<file path="src/rtl/alu_pkg.sv">
// Shared opcodes, flag bit positions and FSM encoding for the ALU issue unit.
// The optional EXEC timeout in alu_issue_unit is enabled with ALU_TIMEOUT_EN.
package alu_pkg;

  localparam int unsigned DATA_W  = 32;
  localparam int unsigned OP_W    = 5;
  localparam int unsigned FLAGS_W = 4;

  localparam logic [OP_W-1:0] OP_PASS_A = 5'd0;
  localparam logic [OP_W-1:0] OP_AND    = 5'd1;
  localparam logic [OP_W-1:0] OP_OR     = 5'd2;
  localparam logic [OP_W-1:0] OP_XOR    = 5'd3;
  localparam logic [OP_W-1:0] OP_NOT    = 5'd4;
  localparam logic [OP_W-1:0] OP_SHL    = 5'd5;
  localparam logic [OP_W-1:0] OP_SHR    = 5'd6;
  localparam logic [OP_W-1:0] OP_SRA    = 5'd7;
  localparam logic [OP_W-1:0] OP_ROL    = 5'd8;
  localparam logic [OP_W-1:0] OP_ROR    = 5'd9;
  localparam logic [OP_W-1:0] OP_PASS_B = 5'd10;
  localparam logic [OP_W-1:0] OP_ADD    = 5'd11;
  localparam logic [OP_W-1:0] OP_ADDC   = 5'd12;
  localparam logic [OP_W-1:0] OP_INC    = 5'd13;
  localparam logic [OP_W-1:0] OP_SUB    = 5'd14;
  localparam logic [OP_W-1:0] OP_DEC    = 5'd15;
  localparam logic [OP_W-1:0] OP_NEG    = 5'd16;
  localparam logic [OP_W-1:0] OP_MUL    = 5'd17;
  localparam logic [OP_W-1:0] OP_SLT    = 5'd18;

  localparam logic [OP_W-1:0] OPCODE_MAX = OP_SLT;

  localparam int unsigned FLAG_N = 3;
  localparam int unsigned FLAG_Z = 2;
  localparam int unsigned FLAG_C = 1;
  localparam int unsigned FLAG_V = 0;

  typedef enum logic [1:0] {
    ST_IDLE = 2'd0,
    ST_READ = 2'd1,
    ST_EXEC = 2'd2,
    ST_WB   = 2'd3
  } state_e;

  typedef struct packed {
    logic n;
    logic z;
    logic c;
    logic v;
  } flags_t;

  // Arithmetic opcodes load the full NZCV set; all others only N and Z.
  function automatic logic op_sets_cv(input logic [OP_W-1:0] op);
    return (op >= OP_ADD) && (op <= OP_NEG);
  endfunction

endpackage

</file>
<file path="src/rtl/issue_regfile.sv">
// Operand register array: two enable-latched read ports, one combinational
// debug port, and two write ports where the priority port wins on conflict.
module issue_regfile
  import alu_pkg::*;
#(
  parameter int unsigned NREGS  = 16,
  parameter int unsigned ADDR_W = $clog2(NREGS)
) (
  input  logic              clk,
  input  logic              rst_n,
  input  logic              rd_en,
  input  logic [ADDR_W-1:0] ra_addr,
  input  logic [ADDR_W-1:0] rb_addr,
  output logic [DATA_W-1:0] ra_data,
  output logic [DATA_W-1:0] rb_data,
  input  logic [ADDR_W-1:0] dbg_addr,
  output logic [DATA_W-1:0] dbg_data_c,
  input  logic              wp_en,
  input  logic [ADDR_W-1:0] wp_addr,
  input  logic [DATA_W-1:0] wp_data,
  input  logic              wl_en,
  input  logic [ADDR_W-1:0] wl_addr,
  input  logic [DATA_W-1:0] wl_data
);

  logic [DATA_W-1:0] regs_q [NREGS];

  // Reads sample pre-edge contents, so a same-edge write is not seen.
  always_ff @(posedge clk or negedge rst_n) begin
    if (!rst_n) begin
      for (int i = 0; i < int'(NREGS); i++) regs_q[i] <= '0;
      ra_data <= '0;
      rb_data <= '0;
    end else begin
      if (rd_en) begin
        ra_data <= regs_q[ra_addr];
        rb_data <= regs_q[rb_addr];
      end
      if (wl_en) regs_q[wl_addr] <= wl_data;
      if (wp_en) regs_q[wp_addr] <= wp_data;
    end
  end

  assign dbg_data_c = regs_q[dbg_addr];

endmodule

</file>
<file path="src/rtl/alu_issue_unit.sv">
// Single-issue sequencer that reads operands, drives an external ALU and
// writes the result back. Define ALU_TIMEOUT_EN to bound the EXEC wait.
module alu_issue_unit
  import alu_pkg::*;
#(
  parameter int unsigned NREGS          = 16,
  parameter int unsigned TIMEOUT_CYCLES = 8
) (
  input  logic                     Clock,
  input  logic                     Reset_n,
  input  logic                     Instr_valid,
  output logic                     Instr_ready,
  input  logic [4:0]               Instr_opcode,
  input  logic [$clog2(NREGS)-1:0] Instr_rd,
  input  logic [$clog2(NREGS)-1:0] Instr_ra,
  input  logic [$clog2(NREGS)-1:0] Instr_rb,
  input  logic                     Load_en,
  input  logic [$clog2(NREGS)-1:0] Load_addr,
  input  logic [31:0]              Load_data,
  input  logic [$clog2(NREGS)-1:0] Rd_addr,
  output logic [31:0]              Rd_data,
  output logic [4:0]               Alu_selection,
  output logic                     Alu_enable,
  output logic [31:0]              Alu_data_A,
  output logic [31:0]              Alu_data_B,
  input  logic [31:0]              Alu_data_out,
  input  logic                     Alu_signal,
  input  logic                     Alu_overflow,
  input  logic                     Alu_carry_out,
  input  logic                     Alu_zero,
  input  logic                     Alu_ready,
  output logic [3:0]               Flags,
  output logic                     Done,
  output logic                     Illegal,
  output logic                     Error
);

  localparam int unsigned ADDR_W = $clog2(NREGS);

  if (TIMEOUT_CYCLES < 1) begin : g_bad_timeout
    $error("alu_issue_unit: TIMEOUT_CYCLES must be at least 1");
  end

  state_e              state_q, state_d;
  logic [OP_W-1:0]     op_q, alu_sel_q;
  logic [ADDR_W-1:0]   rd_q, ra_q, rb_q;
  logic                bad_op_q;
  logic [DATA_W-1:0]   result_q;
  flags_t              alu_flags_q;
  logic [FLAGS_W-1:0]  flags_q;
  logic                instr_ready_q, alu_en_q, done_q, illegal_q;
  logic                accept_c, rd_en_c, capture_c, wb_we_c, tmo_hit_c;
  logic                timeout_q;

  assign accept_c = Instr_valid && instr_ready_q;
  assign wb_we_c  = (state_q == ST_WB) && !bad_op_q && !timeout_q;

  always_ff @(posedge Clock or negedge Reset_n) begin
    if (!Reset_n) state_q <= ST_IDLE;
    else          state_q <= state_d;
  end

  always_comb begin
    state_d   = state_q;
    rd_en_c   = 1'b0;
    capture_c = 1'b0;
    case (state_q)
      ST_IDLE: if (accept_c) state_d = ST_READ;
      ST_READ: begin
        rd_en_c = !bad_op_q;
        state_d = bad_op_q ? ST_WB : ST_EXEC;
      end
      ST_EXEC: begin
        if (Alu_ready) begin
          capture_c = 1'b1;
          state_d   = ST_WB;
        end else if (tmo_hit_c) begin
          state_d = ST_WB;
        end
      end
      ST_WB:   state_d = ST_IDLE;
      default: state_d = ST_IDLE;
    endcase
  end

  // Handshake/status outputs are registered from the next state.
  always_ff @(posedge Clock or negedge Reset_n) begin
    if (!Reset_n) begin
      instr_ready_q <= 1'b1;
      alu_en_q      <= 1'b0;
      done_q        <= 1'b0;
      illegal_q     <= 1'b0;
      op_q          <= '0;
      alu_sel_q     <= '0;
      rd_q          <= '0;
      ra_q          <= '0;
      rb_q          <= '0;
      bad_op_q      <= 1'b0;
      result_q      <= '0;
      alu_flags_q   <= '0;
      flags_q       <= '0;
    end else begin
      instr_ready_q <= (state_d == ST_IDLE);
      alu_en_q      <= (state_d == ST_EXEC);
      done_q        <= (state_d == ST_WB);
      illegal_q     <= (state_d == ST_WB) && bad_op_q;
      if (accept_c) begin
        op_q     <= Instr_opcode;
        rd_q     <= Instr_rd;
        ra_q     <= Instr_ra;
        rb_q     <= Instr_rb;
        bad_op_q <= (Instr_opcode > OPCODE_MAX);
      end
      if (rd_en_c) alu_sel_q <= op_q;
      if (capture_c) begin
        result_q    <= Alu_data_out;
        alu_flags_q <= '{n: Alu_signal, z: Alu_zero, c: Alu_carry_out, v: Alu_overflow};
      end
      if (wb_we_c) begin
        flags_q[FLAG_N] <= alu_flags_q.n;
        flags_q[FLAG_Z] <= alu_flags_q.z;
        if (op_sets_cv(op_q)) begin
          flags_q[FLAG_C] <= alu_flags_q.c;
          flags_q[FLAG_V] <= alu_flags_q.v;
        end
      end
    end
  end

`ifdef ALU_TIMEOUT_EN
  localparam int unsigned CNT_W = $clog2(TIMEOUT_CYCLES + 1);

  logic [CNT_W-1:0] tmo_cnt_q;
  logic             error_q;

  // Counter holds the number of EXEC cycles already spent on this instruction.
  assign tmo_hit_c = (state_q == ST_EXEC) && !Alu_ready &&
                     (tmo_cnt_q == CNT_W'(TIMEOUT_CYCLES - 1));

  always_ff @(posedge Clock or negedge Reset_n) begin
    if (!Reset_n) begin
      tmo_cnt_q <= '0;
      timeout_q <= 1'b0;
      error_q   <= 1'b0;
    end else begin
      tmo_cnt_q <= (state_q == ST_EXEC) ? tmo_cnt_q + CNT_W'(1) : '0;
      error_q   <= tmo_hit_c;
      if (accept_c)       timeout_q <= 1'b0;
      else if (tmo_hit_c) timeout_q <= 1'b1;
    end
  end

  assign Error = error_q;
`else
  assign tmo_hit_c = 1'b0;
  assign timeout_q = 1'b0;
  assign Error     = 1'b0;
`endif

  issue_regfile #(
    .NREGS  (NREGS),
    .ADDR_W (ADDR_W)
  ) u_regfile (
    .clk        (Clock),
    .rst_n      (Reset_n),
    .rd_en      (rd_en_c),
    .ra_addr    (ra_q),
    .rb_addr    (rb_q),
    .ra_data    (Alu_data_A),
    .rb_data    (Alu_data_B),
    .dbg_addr   (Rd_addr),
    .dbg_data_c (Rd_data),
    .wp_en      (wb_we_c),
    .wp_addr    (rd_q),
    .wp_data    (result_q),
    .wl_en      (Load_en),
    .wl_addr    (Load_addr),
    .wl_data    (Load_data)
  );

  assign Instr_ready   = instr_ready_q;
  assign Alu_enable    = alu_en_q;
  assign Alu_selection = alu_sel_q;
  assign Flags         = flags_q;
  assign Done          = done_q;
  assign Illegal       = illegal_q;

endmodule

</file>
<file path="config.mk">
export PLATFORM = sky130hd
export DESIGN_NAME = alu_issue_unit
export DESIGN_NICKNAME = d
export VERILOG_FILES = /design/src/rtl/alu_pkg.sv /design/src/rtl/issue_regfile.sv /design/src/rtl/alu_issue_unit.sv
export SDC_FILE = /design/constraint.sdc
export NUM_CORES = 2
export LEC_CHECK = 0
export CORE_ASPECT_RATIO = 0.5
export CORE_UTILIZATION = 40
export DETAILED_ROUTE_END_ITERATION = 8
export SETUP_SLACK_MARGIN = 0.05
export SLEW_MARGIN = 30
export SYNTH_ARGS = -nofsm -noshare
export SYNTH_HDL_FRONTEND = slang
export SYNTH_SLANG_ARGS = --single-unit
</file>
<file path="constraint.sdc">
create_clock -name Clock -period 8.5 [get_ports Clock]
set_clock_uncertainty 0.15 [all_clocks]
set_input_delay 2.125 -clock Clock [delete_from_list [all_inputs] [get_ports Clock]]
set_output_delay 2.125 -clock Clock [all_outputs]
set_load 0.05 [all_outputs]
</file>
==> results.sh <==
export IMPL_drv_slew=0
export IMPL_antenna_found_initial=10
export IMPL_crit_start="Rd_addr[1]"
export IMPL_setup_viol=0
export IMPL_htree_levels=3
export IMPL_p_leak_nw=19.5
export IMPL_vdd_drop_max_mv=0.248
export IMPL_cts_root_buf="clkbuf_16"
export IMPL_syn_num_nets=4176
export IMPL_num_rows=82
export IMPL_die_area_sq_um=104000
export IMPL_ant_nets=0
export IMPL_timing_rr_end="u_regfile.regs_q[155]"
export IMPL_r2r_cells=4
export IMPL_track_usage_pct=29.3
export IMPL_arrival_ns=5.00
export IMPL_async_flop_share_pct=100
export IMPL_p_per_area_nw_per_um2=404
export IMPL_critPathCaptureType="output pin"
export IMPL_power_frac_comb_pct=46.0
export IMPL_grt_first_pass_wirelength_um=226000
export IMPL_slew_headroom_pct=24.3
export IMPL_tns_ns=0
export IMPL_rsz0062_at_grt="no"
export IMPL_ys_seq_elements=645
export IMPL_fin_nets=4093
export IMPL_area_growth_pct=12.9
export IMPL_synth_cells=4074
export IMPL_drt_wl_total_um=154000
export IMPL_reg2reg_slack_ns=5.08
export IMPL_die_h_um=228
export IMPL_finalWeightedCongestion=0.854
export IMPL_cp_required_ns=6.23
export IMPL_post_route_period_util_pct=85.5
export IMPL_avgSynthCellArea_sq_um=10.0
export IMPL_critical_path_peak_fanout=70
export IMPL_worstSkewPairLatency_ns=0.65
export IMPL_status="finished clean"
export IMPL_startpoint_type="input pin"
export IMPL_portBuffers=206
export IMPL_hpwl_um=85500
export IMPL_drcViolationCount=0
export IMPL_synth_ff_type="dfrtp_1"
export IMPL_fill_cells=9375
export IMPL_ctsHoldBuffers=0
export IMPL_fmax_ghz=0.138
export IMPL_cts_buffers=69
export IMPL_place_area_sq_um=43800
export IMPL_p_sw_w=0.00838
export IMPL_grt_pass1_vias=32921
export IMPL_p_int_w=0.0103
export IMPL_ys_seq_area_share_pct=39.4
export IMPL_pwr_share_clk_pct=17.3
export IMPL_grt_max_degree=153
export IMPL_dr_pass1_iters=6
export IMPL_layout_commonest_cell="mux2i_1"
export IMPL_synth_edf_count=0
export IMPL_yosys_warnings=0
export IMPL_ctsLongestPathBuffers=3
export IMPL_die_w_um=454
export IMPL_max_cap_violations=0
export IMPL_final_cell_area_sq_um=46200
export IMPL_min_period_ns=7.27
export IMPL_path_clk_slew_ns=0.06
export IMPL_initial_core_util_pct=40.6
export IMPL_io_pin_count=208
export IMPL_core_area_sq_um=101000
export IMPL_hold_class="register to register"
export IMPL_switching_share_pct=45.0
export IMPL_mostFrequentLayoutCells="mux2i_1, dfrtp_1, a21oi_1, nand2_1, nor2_1"
export IMPL_worstSetupEndpoint="Rd_data[26]"
export IMPL_worst_slew_pin_slew_ns=1.14
export IMPL_post_cts_repair_setup_buffers=0
export IMPL_grt_ovfl_total=0
export IMPL_clkSinkCount=645
export IMPL_via_per_inst=6.27
export IMPL_cts_resized=0
export IMPL_vias=33809
export IMPL_drtIter0Drc=4319
export IMPL_cts_tree="done"
export IMPL_netlist_area_sq_um=40900
export IMPL_ys_types=41
export IMPL_pwr_share_seq_pct=36.7
export IMPL_drive_above_1_share_pct=11.1
export IMPL_regToRegStartpoint="rd_q[3]"
export IMPL_routedWlPerCell_um=28.6
export IMPL_worstSetupPathType="input pin to output pin"
export IMPL_hold_violations=0
==> synth_stat cells, drive strengths merged (4+ instances only) <==
| library cell | instances | area [sq um] |
|---|---|---|
| mux2 | 62 | 698 |
| mux4 | 160 | 3620 |
| mux2i | 1024 | 10200 |
| dfrtp | 644 | 16100 |
| a22oi | 128 | 961 |
| nand3b | 6 | 45.0 |
| buf | 186 | 947 |
| nand3 | 195 | 976 |
| ha | 4 | 50.1 |
| o21ai | 193 | 966 |
| nor2b | 9 | 56.3 |
| a21oi | 451 | 2260 |
| nor2 | 333 | 1260 |
| nand2 | 396 | 1490 |
| nand2b | 6 | 37.5 |
| clkbuf | 246 | 926 |
==> layout make-up <==
type | instances | area, sq um | area share [%]
Multi-Input combinational cell | 2995 | 23200 | 50.2
Sequential cell | 645 | 16100 | 34.9
Timing Repair Buffer | 278 | 2820 | 6.10
Clock inverter | 13 | 190 | 0.412
Tap cell | 1344 | 1680 | 3.64
Antenna cell | 9 | 22.5 | 0.0487
Inverter | 2 | 7.51 | 0.0162
Clock buffer | 108 | 2160 | 4.67
==> worst max-delay path: stages <==
cell	delay, ns
buf_6	0.63
buf_4	0.49
mux4_2	0.38
mux4_2	0.57
clkdlybuf4s50_1	0.74
==> cells by family (layout without fill, tap and decap cells) <==
logic type               Yosys count  after routing  synth area share [%]
buffers and inverters            434            401                  4.60
adder cells (fa/ha/maj)            4              4                 0.122
AND/OR/NAND/NOR                  968            968                  9.92
other                              1             10               0.00916
flip-flops                       645            645                  39.4
AO/OA/AOI/OAI                    776            776                  10.3
multiplexers                    1246           1246                  35.6
==> power groups by stage <==
stage	combinational [W]	sequential (W)	clock, W
2_1_floorplan	0.00603	0.00629	0
3_3_place_gp	0.00821	0.00674	0
3_5_place_dp	0.00847	0.00677	0
4_1_cts	0.00848	0.00675	0.00327
5_1_grt	0.00912	0.00702	0.00338
6_report	0.00858	0.00685	0.00323
==> layer usage <==
layer | vias to the layer above | share of wire [%] | global-route usage (%)
li1 | 14539 | - | -
met1 | 16907 | 41 | 39.9
met2 | 1924 | 45 | 45.1
met3 | 437 | 9.4 | 6.20
met4 | 2 | 4.5 | 12.5
met5 | - | 0.0052 | 0
==> state kept, by name, summed over array words and instances, names as in the netlist <==
register,count
Illegal,1
Done,1
Instr_ready,1
Flags,4
result_q,32
u_regfile.rb_data,32
state_q,2
u_regfile.ra_data,32
Alu_enable,1
u_regfile.regs_q,512
ra_q,4
rd_q,4
op_q,5
bad_op_q,1
alu_flags_q,4
rb_q,4
Alu_selection,5
==> how the worst min path moves through the flow <==
stage	endpoint	slack [ns]	cells after the start	start
after detailed placement	u_regfile.rb_data[9]	0.32	2	u_regfile.rb_data[9]
final	u_regfile.ra_data[11]	0.33	2	u_regfile.ra_data[11]
after CTS	u_regfile.rb_data[9]	0.33	2	u_regfile.rb_data[9]
after floorplan	Flags[0]	0.32	1	alu_flags_q[0]
after global placement	u_regfile.rb_data[30]	0.32	2	u_regfile.rb_data[30]
after global routing	u_regfile.rb_data[9]	0.35	2	u_regfile.rb_data[9]
==> through the flow <==
step,utilization (%),setup slack [ns],hold WS (ns),cells,total power (W)
3_5_place_dp,43.5,1.29,0.320,5264,0.0152
3_3_place_gp,43.3,1.36,0.317,5258,0.0150
6_report,45.9,1.23,0.331,5394,0.0187
4_1_cts,45.8,1.31,0.333,5385,0.0185
2_1_floorplan,-,2.60,0.324,4074,0.0123
5_1_grt,45.9,1.22,0.352,5393,0.0195
Power figures use the tool's default switching activity.
